**src/rtl/multiplier_seq.sv**
```systemverilog
// Iterative shift-add multiply-accumulate: product = multiplicand * multiplier + addend.
// One radix-2 step per clock, fixed latency of N steps, one operation in flight.
// Used as the inverse of the divider: (quotient, divisor, remainder) -> dividend.
module multiplier_seq #(
    parameter int M = 26,
    parameter int N = 14
) (
    input  logic           clk,
    input  logic           rst,
    input  logic           in_valid,
    output logic           in_ready,
    input  logic [M-1:0]   multiplicand,
    input  logic [N-1:0]   multiplier,
    input  logic [N-1:0]   addend,
    output logic           out_valid,
    input  logic           out_ready,
    output logic [M+N-1:0] product
);

    localparam int W     = M + N;
    localparam int CNT_W = $clog2(N + 1);

    typedef enum logic [1:0] {
        IDLE,
        BUSY,
        DONE
    } state_t;

    state_t           state_q, state_d;
    logic [W-1:0]     acc_q, acc_d;
    logic [W-1:0]     mcand_q, mcand_d;
    logic [N-1:0]     mplr_q, mplr_d;
    logic [CNT_W-1:0] cnt_q, cnt_d;
    logic [W-1:0]     product_q, product_d;
    logic [W-1:0]     step_acc;

    // Accumulator value after the current step; the (2^N-1)*2^M bound means no carry-out is needed.
    always_comb begin
        step_acc = mplr_q[0] ? (acc_q + mcand_q) : acc_q;
    end

    // Next-state and datapath updates; every register holds unless its state moves it.
    always_comb begin
        state_d   = state_q;
        acc_d     = acc_q;
        mcand_d   = mcand_q;
        mplr_d    = mplr_q;
        cnt_d     = cnt_q;
        product_d = product_q;
        case (state_q)
            IDLE: begin
                if (in_valid) begin
                    acc_d   = {{M{1'b0}}, addend};
                    mcand_d = {{N{1'b0}}, multiplicand};
                    mplr_d  = multiplier;
                    cnt_d   = '0;
                    state_d = BUSY;
                end
            end
            BUSY: begin
                acc_d   = step_acc;
                mcand_d = mcand_q << 1;
                mplr_d  = mplr_q >> 1;
                cnt_d   = cnt_q + CNT_W'(1);
                // Fixed latency: no early exit even when mplr has run out of ones.
                if (cnt_q == CNT_W'(N - 1)) begin
                    product_d = step_acc;
                    state_d   = DONE;
                end
            end
            DONE: begin
                if (out_ready) begin
                    state_d = IDLE;
                end
            end
            default: begin
                state_d = IDLE;
            end
        endcase
    end

    // State and datapath registers; reset aborts any operation in flight.
    always_ff @(posedge clk or posedge rst) begin
        if (rst) begin
            state_q   <= IDLE;
            acc_q     <= '0;
            mcand_q   <= '0;
            mplr_q    <= '0;
            cnt_q     <= '0;
            product_q <= '0;
        end else begin
            state_q   <= state_d;
            acc_q     <= acc_d;
            mcand_q   <= mcand_d;
            mplr_q    <= mplr_d;
            cnt_q     <= cnt_d;
            product_q <= product_d;
        end
    end

    assign in_ready  = (state_q == IDLE);
    assign out_valid = (state_q == DONE);
    assign product   = product_q;

endmodule

```
**config.mk**
```make
export PLATFORM = sky130hd
export DESIGN_NAME = multiplier_seq
export DESIGN_NICKNAME = d
export VERILOG_FILES = /design/src/rtl/multiplier_seq.sv
export SDC_FILE = /design/constraint.sdc
export NUM_CORES = 1
export LEC_CHECK = 0
export ABC_AREA = 1
export BUFFER_PORTS_ARGS = -buffer_cell sky130_fd_sc_hd__buf_2
export CORE_AREA = 4 4 129 156
export DETAILED_ROUTE_END_ITERATION = 16
export DIE_AREA = 0 0 133 160
export GPL_ROUTABILITY_DRIVEN = 0
export PLACE_DENSITY = 0.7
export REMOVE_ABC_BUFFERS = 1
export SLEW_MARGIN = 10
export SYNTH_ARGS = -nofsm -noshare
export SYNTH_HDL_FRONTEND = slang
export SYNTH_SLANG_ARGS = --single-unit
```
**constraint.sdc**
```tcl
create_clock -name clk -period 4.6 [get_ports clk]
set_clock_uncertainty 0.1 [all_clocks]
set_input_delay 0.23 -clock clk [delete_from_list [all_inputs] [get_ports clk]]
set_output_delay 0.23 -clock clk [all_outputs]
set_load 0.005 [all_outputs]
```
==> metrics.json <==
{
  "power_density_over_the_cells": {"value": 828.3, "unit": "nW/µm²"},
  "mostFrequentLayoutCell": {"value": "nand2_1"},
  "place_inst": {"value": 1605},
  "slew_violations": {"value": 0},
  "timing.critical_path.depth": {"value": 10},
  "initial_utilization": {"value": 49.04, "unit": "%"},
  "final_hold_vio_count": {"value": 0},
  "worst_r2r_startpoint": {"value": "state_q[0]"},
  "worst_slew_pin_slew": {"value": 979.1, "unit": "ps"},
  "clock_path_buffers": {"value": 2},
  "path_class": {"value": "flip-flop to flip-flop"},
  "detail_route.wirelength": {"value": 23.85, "unit": "mm"},
  "r2r_setup_slack": {"value": 1620, "unit": "ps"},
  "cts_tree": {"value": "built"},
  "grt_setup_unrepaired": {"value": "false"},
  "ctsHtreeMaxLevel": {"value": 4},
  "ys_async_sr_fraction": {"value": 100.0, "unit": "%"},
  "cpPeakStageDelay": {"value": 730, "unit": "ps"},
  "finalPower": {"value": 9.017, "unit": "mW"},
  "critPathLaunch": {"value": "state_q[0]"},
  "post-route-min-period": {"value": 2977, "unit": "ps"},
  "cap_violations": {"value": 0},
  "post-route-period-util": {"value": 64.71, "unit": "%"},
  "drt_drc_violations_left": {"value": 0},
  "top_cell_family_by_delay_on_the_critical_path": {"value": "buffers and inverters"},
  "routed-via-count": {"value": 8599},
  "num_io_pins": {"value": 100},
  "path_buf_inv": {"value": 6},
  "worst_ep_required_time": {"value": 4870, "unit": "ps"},
  "fp.coreArea": {"value": 18650, "unit": "µm²"},
  "clk_latency": {"value": 430, "unit": "ps"},
  "outcome": {"value": "complete, no violations"},
  "synth-edff-count": {"value": 0},
  "final_cells": {"value": 1684},
  "cts_buffers": {"value": 17},
  "die_w": {"value": 133, "unit": "µm"},
  "vias_per_cell": {"value": 5.106},
  "placement.io_buffers": {"value": 99},
  "hold_buffers": {"value": 47},
  "floorplan.rows": {"value": 55},
  "area.growth.synth_to_final": {"value": 19.05, "unit": "%"},
  "cts_num_sinks": {"value": 140},
  "slowest_stage": {"value": "inv_2"},
  "global_route.overflow_total": {"value": 0},
  "post_synthesis_cell_area": {"value": 9145, "unit": "µm²"},
  "dpl_wire_length": {"value": 16.69, "unit": "mm"},
  "synth_sequential_area_ratio": {"value": 38.31, "unit": "%"},
  "globalRouteTotalUtil": {"value": 23.22, "unit": "%"},
  "worstPathArrival": {"value": 3240, "unit": "ps"},
  "critical_path.startpoint_type": {"value": "flip-flop"},
  "dr.pass1.iters": {"value": 5},
  "grt_pass1_wl": {"value": 40.59, "unit": "mm"},
  "final_cell_mix": {"value": "397 x nand2_1, 189 x inv_1, 139 x nand3_1, 139 x dfrtp_1, 99 x buf_2"},
  "cts_post_setup_buffers_inserted": {"value": 0},
  "cts.repair.resized": {"value": 0},
  "irDropWorstVdd": {"value": 0.0003339, "unit": "V"},
  "floorplan.die_area": {"value": 21280, "unit": "µm²"},
  "total_number_of_nets_in_the_final_design": {"value": 1515},
  "cp-end-kind": {"value": "flip-flop"},
  "type_of_the_most_critical_hold_path": {"value": "input port to flip-flop"},
  "post_synth_num_cell_types": {"value": 38},
  "worstPathCellList": {"value": "inv_1 > nor2_4 > buf_4 > inv_2 > buf_4 > nand2_2 > inv_2 > a32o_1 > inv_1 > nand2_1"},
  "die-height": {"value": 160, "unit": "µm"},
  "synth_cells": {"value": 1289},
  "worst-path-max-fanout": {"value": 57},
  "final-setup-viol-count": {"value": 0},
  "rr_worst_depth": {"value": 10},
  "slew_headroom": {"value": 34.63, "unit": "%"},
  "synth.yosys.warnings": {"value": 0},
  "fin_tns_setup": {"value": 0, "unit": "ps"},
  "largest_net_degree_at_the_start_of_global_routing": {"value": 107},
  "fraction_of_layout_instances_using_a_drive_strength_above_1": {"value": 15.13, "unit": "%"},
  "antenna_found_initial": {"value": 0},
  "clk_transition_reported_paths": {"value": 60, "unit": "ps"},
  "synth_ff_type": {"value": "dfrtp_1"},
  "ys_seq_elements": {"value": 140},
  "endpoint": {"value": "acc_q[13]"},
  "fmax": {"value": 0.3360, "unit": "GHz"},
  "drt-initial-drc-count": {"value": 488},
  "syn-mean-instance-area": {"value": 7.095, "unit": "µm²"},
  "clockRootBuffer": {"value": "clkbuf_16"},
  "wl_per_cell": {"value": 14.16, "unit": "µm"},
  "antenna_cells": {"value": 0},
  "r2r-end": {"value": "acc_q[13]"},
  "total_leakage_power": {"value": 5.793, "unit": "nW"},
  "count_of_nets_left_with_antenna_violations_after_detail_routing": {"value": 0},
  "post-route-util": {"value": 58.38, "unit": "%"},
  "via_count_of_the_first_global_routing_pass": {"value": 8501}
}
-- per-layer routing --
| layer | track usage [%] | up-vias | share of wire, % | routed length [µm] |
|---|---|---|---|---|
| met3 | 3.466 | 44 | 3.1 | 740 |
| met5 | 0 | - | 0 | 0 |
| met1 | 28.08 | 3997 | 42 | 10090 |
| met4 | 8.034 | 0 | 2.3 | 560 |
| li1 | - | 4393 | - | - |
| met2 | 41.89 | 165 | 52 | 12460 |
-- kinds of logic after synthesis --
family / synth area share, %
fa+ha+maj: 5.828
flops: 38.31
compound gates: 11.53
mux: 0.1095
xor+xnor: 1.532
buf+inv: 10.25
simple gates: 32.44
-- metrics by stage --
stage	worst slack, ps	area [µm²]	hold slack (ps)
after floorplan	190.0	8940	216.3
after global placement	1679	9837	315.5
after detailed placement	1644	9837	319.2
after CTS	1613	10890	5.284
after global routing	1334	10890	14.71
final	1623	10890	3.542
-- power breakdown --
group / leakage [nW] / total [mW] / switching, mW / internal (mW)
combinational: 3.77 / 5.43 / 3.46 / 1.97
clock: 0.275 / 1.35 / 0.593 / 0.762
sequential: 1.74 / 2.23 / 0.402 / 1.83
total: 5.79 / 9.02 / 4.45 / 4.56
-- worst min-delay path by stage --
stage,from,end,slack [ps],cells after the start
floorplan,out_ready,state_q[1],220,1
global placement,out_ready,state_q[1],320,2
detailed placement,out_ready,state_q[1],320,2
CTS,multiplicand[22],mcand_q[22],5,3
global route,multiplicand[22],mcand_q[22],10,3
finish,multiplicand[22],mcand_q[22],4,3
-- cell type report --
class | instances | area [µm²]
fill | 1800 | 7762
tap | 256 | 320.3
timing repair buffer | 154 | 1026
multi-input combinational | 907 | 4720
clock inverter | 15 | 153.9
clock buffer | 17 | 425.4
inverter | 195 | 737.0
sequential | 140 | 3505
-- worst min-delay path, stage by stage --
cell and delay [ps]:
buf_2 70, nand3_1 100, o221ai_1 90
-- flip-flops by register name, summed over array words and instances (netlist names) --
name	flops
mplr_q	14
acc_q	40
mcand_q	40
state_q	2
product	40
cnt_q	4
-- Yosys cell counts (4+ instances only) --
master / number / area share, %
or2_2: 17 / 1.2
nand3_2: 15 / 1.6
dfrtp_1: 140 / 38
ha_1: 41 / 5.6
clkbuf_1: 22 / 0.90
o21ai_0: 42 / 2.3
nor2_2: 15 / 1.0
buf_2: 17 / 0.93
a22oi_1: 11 / 0.90
inv_1: 190 / 7.8
o211ai_1: 15 / 1.2
xnor2_1: 12 / 1.1
o21ai_2: 5 / 0.48
nand3_1: 139 / 7.6
o22ai_1: 21 / 1.4
inv_2: 4 / 0.16
xor2_1: 4 / 0.38
a21oi_1: 33 / 1.8
nor2_1: 68 / 2.8
nor3_1: 6 / 0.33
o21bai_1: 6 / 0.49
o221ai_1: 16 / 1.5
buf_1: 6 / 0.25
nand2_1: 398 / 16
nand2_2: 15 / 1.0
o21ai_1: 16 / 0.88
No activity file was read; power rests on OpenSTA's default activity.
